==> src/rtl/arduino_link_rx_12bit.sv <==
// Receive end of the SCL/SS/MOSI serial sample link.
// Oversamples the link, deframes MSB-first words, buffers them in a FWFT FIFO.
module arduino_link_rx_12bit #(
   parameter int DATA_W      = 12,
   parameter int FIFO_DEPTH  = 4,
   parameter int SYNC_STAGES = 2,
   parameter int TIMEOUT     = 2000
) (
   input  logic                          clk,
   input  logic                          rst,
   input  logic                          SCL,
   input  logic                          SS,
   input  logic                          MOSI,
   output logic [DATA_W-1:0]             sample_data,
   output logic                          sample_valid,
   input  logic                          sample_ready,
   output logic [$clog2(FIFO_DEPTH):0]   fifo_level,
   output logic                          busy,
   output logic                          frame_err,
   output logic                          overflow
);

   localparam int AW = $clog2(FIFO_DEPTH);
   localparam int LW = AW + 1;
   localparam int BW = $clog2(DATA_W) + 1;
   localparam int TW = $clog2(TIMEOUT) + 1;

   typedef enum logic [1:0] {
      IDLE,
      SHIFT,
      WAIT_END
   } state_t;

   logic [SYNC_STAGES-1:0] scl_q, ss_q, mosi_q;
   logic                   scl_d, ss_d;
   logic                   scl_s, ss_s, mosi_s;
   logic                   scl_rise, ss_rise, ss_fall;

   always_ff @(posedge clk or negedge rst) begin
      if (!rst) begin
         scl_q  <= '1;
         ss_q   <= '1;
         mosi_q <= '0;
         scl_d  <= 1'b1;
         ss_d   <= 1'b1;
      end else begin
         scl_q  <= {scl_q[SYNC_STAGES-2:0], SCL};
         ss_q   <= {ss_q[SYNC_STAGES-2:0], SS};
         mosi_q <= {mosi_q[SYNC_STAGES-2:0], MOSI};
         scl_d  <= scl_s;
         ss_d   <= ss_s;
      end
   end

   assign scl_s    = scl_q[SYNC_STAGES-1];
   assign ss_s     = ss_q[SYNC_STAGES-1];
   assign mosi_s   = mosi_q[SYNC_STAGES-1];
   assign scl_rise = scl_s & ~scl_d;
   assign ss_rise  = ss_s & ~ss_d;
   assign ss_fall  = ~ss_s & ss_d;

   state_t            state, state_n;
   logic [BW-1:0]     bit_cnt, bit_cnt_n;
   logic [TW-1:0]     timer, timer_n;
   logic [DATA_W-1:0] shreg, shreg_n;
   logic              werr, werr_n;
   logic              err_n, push;
   logic [DATA_W-1:0] push_word;

   assign push_word = {shreg[DATA_W-2:0], mosi_s};

   always_ff @(posedge clk or negedge rst) begin
      if (!rst) begin
         state   <= IDLE;
         bit_cnt <= '0;
         timer   <= '0;
         shreg   <= '0;
         werr    <= 1'b0;
      end else begin
         state   <= state_n;
         bit_cnt <= bit_cnt_n;
         timer   <= timer_n;
         shreg   <= shreg_n;
         werr    <= werr_n;
      end
   end

   // SS rise has priority over a coincident SCL rise
   always_comb begin
      state_n   = state;
      bit_cnt_n = bit_cnt;
      timer_n   = timer;
      shreg_n   = shreg;
      werr_n    = werr;
      err_n     = 1'b0;
      push      = 1'b0;
      unique case (state)
         IDLE: begin
            if (ss_fall) begin
               state_n   = SHIFT;
               bit_cnt_n = '0;
               timer_n   = '0;
            end
         end
         SHIFT: begin
            if (ss_rise) begin
               err_n   = 1'b1;
               state_n = IDLE;
            end else if (scl_rise) begin
               shreg_n   = push_word;
               bit_cnt_n = bit_cnt + BW'(1);
               timer_n   = '0;
               if (bit_cnt == BW'(DATA_W - 1)) begin
                  push    = 1'b1;
                  werr_n  = 1'b0;
                  state_n = WAIT_END;
               end
            end else if (timer >= TW'(TIMEOUT - 1)) begin
               err_n   = 1'b1;
               werr_n  = 1'b1;
               state_n = WAIT_END;
            end else begin
               timer_n = timer + TW'(1);
            end
         end
         WAIT_END: begin
            if (ss_rise) begin
               state_n = IDLE;
            end else if (scl_rise && !werr) begin
               err_n  = 1'b1;
               werr_n = 1'b1;
            end
         end
         default: state_n = IDLE;
      endcase
   end

   assign busy = (state != IDLE);

   logic [DATA_W-1:0] mem [FIFO_DEPTH];
   logic [AW:0]       wr_cnt, rd_cnt;
   logic              full, pop, wr_en;

   assign fifo_level   = wr_cnt - rd_cnt;
   assign sample_valid = (fifo_level != '0);
   assign full         = (fifo_level == LW'(FIFO_DEPTH));
   assign pop          = sample_valid & sample_ready;
   assign wr_en        = push & (~full | pop);
   assign sample_data  = sample_valid ? mem[rd_cnt[AW-1:0]] : '0;

   always_ff @(posedge clk) begin
      if (wr_en) mem[wr_cnt[AW-1:0]] <= push_word;
   end

   always_ff @(posedge clk or negedge rst) begin
      if (!rst) begin
         wr_cnt    <= '0;
         rd_cnt    <= '0;
         frame_err <= 1'b0;
         overflow  <= 1'b0;
      end else begin
         if (wr_en) wr_cnt <= wr_cnt + LW'(1);
         if (pop)   rd_cnt <= rd_cnt + LW'(1);
         frame_err <= err_n;
         overflow  <= push & full & ~pop;
      end
   end

endmodule

==> config.mk <==
export PLATFORM = sky130hd
export DESIGN_NAME = arduino_link_rx_12bit
export DESIGN_NICKNAME = d
export VERILOG_FILES = /design/src/rtl/arduino_link_rx_12bit.sv
export SDC_FILE = /design/constraint.sdc
export NUM_CORES = 1
export LEC_CHECK = 0
export ABC_AREA = 1
export BUFFER_PORTS_ARGS = -buffer_cell sky130_fd_sc_hd__clkbuf_2
export CAP_MARGIN = 20
export CORE_MARGIN = 2
export CORE_UTILIZATION = 55
export DETAILED_ROUTE_END_ITERATION = 10
export GPL_ROUTABILITY_DRIVEN = 0
export PLACE_DENSITY = 0.73
export SYNTH_ARGS = -nofsm -noshare
export SYNTH_HDL_FRONTEND = slang
export SYNTH_SLANG_ARGS = --single-unit
==> constraint.sdc <==
create_clock -name clk -period 7.25 [get_ports clk]
set_input_delay 0.725 -clock clk [delete_from_list [all_inputs] [get_ports clk]]
set_output_delay 0.725 -clock clk [all_outputs]
set_load 0.01 [all_outputs]
Word level (Yosys, flattened, before mapping). Memories as Yosys holds them, arrays and structs flattened. Cells that the tools add are included.

Bits in writable memories: 48. Word-level logic and storage cells: 98. Memories: 1. Bits in registers: 47.

Memories: mem (words 4, width 12, rd ports 1, clocked after Yosys merged registers in 0, write ports 1, RTL line 140) `logic [DATA_W-1:0] mem [FIFO_DEPTH];`.

Add/subtract/negate cells: 5. Mux-type cells: 36. Reductions and logical operators: 12. Bitwise gates (word level): 14. $lt $le $gt $ge: 1. Equality and inequality tests: 15.

Operators with widths (number): $mux W12 (5); $pmux W12 S2 (1); $mux W1 (17); $mux W5 (3); $add A12 B1 Y12 const B (1); $ge A12 B11 Y1 const B (1); $mux W2 (6); $ne A2 B2 Y1 const B (6); $reduce_and A4 Y1 (3); $pmux W5 S2 (1); $ne A3 B3 Y1 const B (3); $ne A4 B4 Y1 const B (2); $and A1 B1 Y1 (7); $add A3 B1 Y3 const B (2); $not A1 Y1 (6); $pmux W2 S3 (1); $reduce_and A6 Y1 (1); $reduce_bool A2 Y1 (3); $add A5 B1 Y5 const B (1); $eq A5 B4 Y1 const B (1); $pmux W1 S2 (2); $eq A3 B3 Y1 const B (1); $reduce_and A3 Y1 (1); $reduce_bool A3 Y1 (1); other kinds (7) (7).

Longest topological paths before layout.
Depth after elaboration: 8. Depth in mapped cells: 11. Gate-level depth less buffers: 11.

Worst setup path after synthesis. Ideal clock, no wire load.

Path type: reg2reg. Start point: register wr_cnt[0]. End point: memory mem[0][0] (enable). Buffers on the path: 0. Library setup time: 0.380 ns. Cell stages (with the launch flop): 11. Setup slack: 4.713 ns. Arrival time: 2.157 ns. Cell sequence: dfrtp_1 > inv_1 > ha_1 > fa_1 > xnor2_1 > nand2_1 > nand2_1 > inv_2 > nand2_2 > nand2_2 > nor2_1.

Word-level cells in the longest chain between the ends: 7. Elaborated cells between the ends (all ways): 9.

RTL lines: start: declaration (RTL line 141) `logic [AW:0] wr_cnt, rd_cnt;`; start signal: assignment (RTL line 162) `if (wr_en) wr_cnt <= wr_cnt + LW'(1);`; $sub A3 B3 Y3 * (RTL line 144) `assign fifo_level = wr_cnt - rd_cnt;`; named net fifo_level[2] (RTL line 17) `output logic [$clog2(FIFO_DEPTH):0] fifo_level,`; $reduce_bool A3 Y1 or $eq A3 B3 Y1 (tied branches) (RTL line 145, 146); $and A1 B1 Y1 or $not A1 Y1 (tied branches) (RTL line 147, 148); $or A1 B1 Y1 * (RTL line 148) `assign wr_en = push & (~full | pop);`; $and A1 B1 Y1 * (RTL line 148); $mux W1 * (RTL line 152) `if (wr_en) mem[wr_cnt[AW-1:0]] <= push_word;`; $mux W1 (not written as such) * (RTL line 152); end: declaration (RTL line 140).

The timed path passes the listed nets; every way through them passes the cells marked *.

Worst setup path after layout.
Start point: register rd_cnt[0]. End point: output sample_data[2].

Word-level cells in the longest chain between the ends: 3. Elaborated cells between the ends (all ways): 4.

RTL lines: start: declaration (RTL line 141); start signal: assignment (RTL line 163) `if (pop) rd_cnt <= rd_cnt + LW'(1);`; $sub A3 B3 Y3 (RTL line 144); $reduce_bool A3 Y1 (RTL line 145) `assign sample_valid = (fifo_level != '0);`; $mux W12 * (RTL line 149) `assign sample_data = sample_valid ? mem[rd_cnt[AW-1:0]] : '0;`; end: declaration (RTL line 14) `output logic [DATA_W-1:0] sample_data,`.

Every way passes the cells marked *; elsewhere a longest branch is shown, timed or not.

==> impl_results.md <==
- CP required: ~6500 ps
- Std cell rows: 32
- TritonCTS clock tree: built
- Worst hold path type: flop to flop
- WL/cell: between 10 and 15 um
- Slew @ Worst Pin: about 1000 ps
- RR Startpoint: rd_cnt[0]
- Syn Inst Count: 421
- Sequential share of the synthesized area: 0.599
- Leak: around 0.0021 uW
- Non-filler instance count after layout: about 550
- Vias in the first global route: about 2700
- Status: complete, no violations
- Worst-path fanout max: 27
- Setup Crit Path Kind: flop to primary output
- Die Y: roughly 93 um
- Sequential cell area: approximately 2600 um2
- Clock tree buffer depth: 2
- PortBufs: 24
- Placed wire-length estimate: 5160 um
- Max Cap Viol: 0
- Crit path DAT: about 2600 ps
- Clock Tree Root: clkbuf_8
- Vias per cell: around 5.2
- DRC: 0
- Peak Freq: between 0.2 and 0.3 GHz
- Placed Area: 4560 um2
- Final Hold Fails: 0
- Overall global routing resource usage: 0.187
- Boundary Pins: 25
- # setup viols final: 0
- Worst Clk Skew: a little over 6 ps
- Tmin final: 3360 ps
- Placed cell count: roughly 540
- Synthesis Warnings: 0
- RSZ-0062 raised after global routing: false
- Setup TNS: 0 ps
- Final ANT Viol Nets: 0
- Seq cells post-synth: between 90 and 100
- Final net count: between 400 and 500
- Die W: ~93 um
- Share of cells above drive strength 1: 0.176
- Cts bufs inserted: 9
- Crit path from: rd_cnt[0]
- DR vias: between 2000 and 3000
- H-tree levels: 3
- CP endpoint kind: primary output
- Cell Area, Synth: 4390 um2
- Post-CTS setup buffers: 0
- Core Region: 7730 um2
- Cts repair resizes: 0
- Worst skew pair latency: 360 ps
- Power per standard cell area: around 330 nW/um2
- Syn nets: 439
- Total Power: 1580 uW
- Starting Density: 0.568
- Mean Syn Cell Area: 10.4 um2
- Area of the multi-input gates: ~1500 um2
- Clock sinks: 95
- Fin. max-slew vios: 0
- Layout area overhead: 8.02%
- Full die area: ~8700 um2
- Period utilisation layout: 0.463
- Crit start category: flop
- Number of antenna violations at the first check in global routing: 0
- VDD IR max: around 0.22 mV
- Hold path startpoint: ss_q[0]
- Total wire length: 7320 um
- Layout Cell Area excl Fill: approximately 4700 um2
- Antenna cells: 0
- Drt first pass iters: 5
- Final core occ: 0.613
- Slew Limit Headroom: 0.304
- Fillcell total: about 650
- Largest net degree at the start of global routing: 48
- Hold Buf Count CTS: 0
- Total congestion overflow: 0
- Reg clk slew, reported paths: 90 ps
- DR iter-0 viols: 139
- Synth unique cells: 35
- First-pass GRT wire length: 12600 um
[metal layers]
metal  track usage  wire [um]  vias to the layer above
met5             0          0                        -
li1              -          -                     1448
met4        0.0772        140                        0
met1         0.262       3400                     1317
met2         0.288       3480                       64
met3        0.0346        303                       12
[cells by family after synthesis]
logic type	Yosys count	share of synthesized area
AOI/OAI and AO/OA	48	0.0668
adders and majority gates	12	0.0359
DFF	95	0.599
buffers and inverters	61	0.0605
muxes	11	0.0359
and+or+nand+nor	185	0.184
xor gates and xnor gates	9	0.0180
[cells in the final DEF (no fill, tap or decap), drive strengths merged]
master    synthesis  layout
nand3            26      26
nor2             63      63
ha               11      11
a21oi             5       5
clkbuf            3      34
dfrtp            41      41
nor4              1       1
xor2              6       6
nand2            85      85
fa                1       1
clkinv            0       2
or2               3       3
mux2             11      11
buf              10       1
a31oi             1       1
o21ai            29      29
o32ai            12      12
nor3              1       1
a21o              1       1
xnor2             3       3
edfxtp           48      48
clkinvlp          0       1
nand4             6       6
inv              48      51
dfstp             6       6
[state kept, by name, summed over array words and instances (netlist names)]
signal     cells
bit_cnt        5
frame_err      1
mem           48
mosi_q         2
overflow       1
rd_cnt         3
scl_d          1
scl_q          2
shreg         11
ss_d           1
ss_q           2
state          2
timer         12
werr           1
wr_cnt         3
[critical path: stages (launching register included)]
cell and delay, ps:
dfrtp_1 670, ha_1 350, fa_1 410, xor2_1 160, nand2_1 60, nand2_1 80
nand2_2 250, nand2_1 100, inv_1 60, clkbuf_2 120
[area by class of cell]
type / instances / area share
flip-flops and latches: 95 / 0.554
multi-input cells: 265 / 0.316
inverters: 48 / 0.0380
clock buffers: 10 / 0.0269
repair buffers: 25 / 0.0269
well taps: 102 / 0.0269
clock inverters: 6 / 0.0114
[where the power goes]
part           switching, uW  internal (uW)
Clock                    185            131
Combinational            342            214
Sequential              83.3            626
[final timing paths]
kind                                  endpoint  slack (ps)  depth (start not counted)
worst min-delay path                   ss_q[1]         360                          0
worst max-delay path            sample_data[2]        3890                          9
worst min register to register         ss_q[1]         360                          0
min in group asynchronous             state[1]         440                          2
max in group asynchronous             timer[0]        6390                          2
worst max register to register       mem[1][2]        4050                          9
[metrics by stage]
stage / hold slack, ps / setup slack, ps
after floorplan: 331 / 4710
after global placement: 347 / 4090
after detailed placement: 348 / 4010
after CTS: 361 / 3850
after global routing: 363 / 3640
final: 359 / 3890
[synth_stat cells (all sizes together)]
cell / number / share of area
dfrtp: 41 / 0.23
nor2: 63 / 0.061
nand3: 26 / 0.031
or2: 3 / 0.0043
nor3: 1 / 0.0011
a31oi: 1 / 0.0014
mux2: 11 / 0.036
nand2: 85 / 0.077
a21oi: 5 / 0.0057
edfxtp: 48 / 0.33
buf: 10 / 0.017
nor4: 1 / 0.0014
o21ai: 29 / 0.034
nand4: 6 / 0.0086
dfstp: 6 / 0.036
xnor2: 3 / 0.0060
ha: 11 / 0.031
inv: 48 / 0.041
a21o: 1 / 0.0017
o32ai: 12 / 0.024
fa: 1 / 0.0046
clkbuf: 3 / 0.0029
xor2: 6 / 0.012
Note: power is estimated with default switching activity, not from simulation.
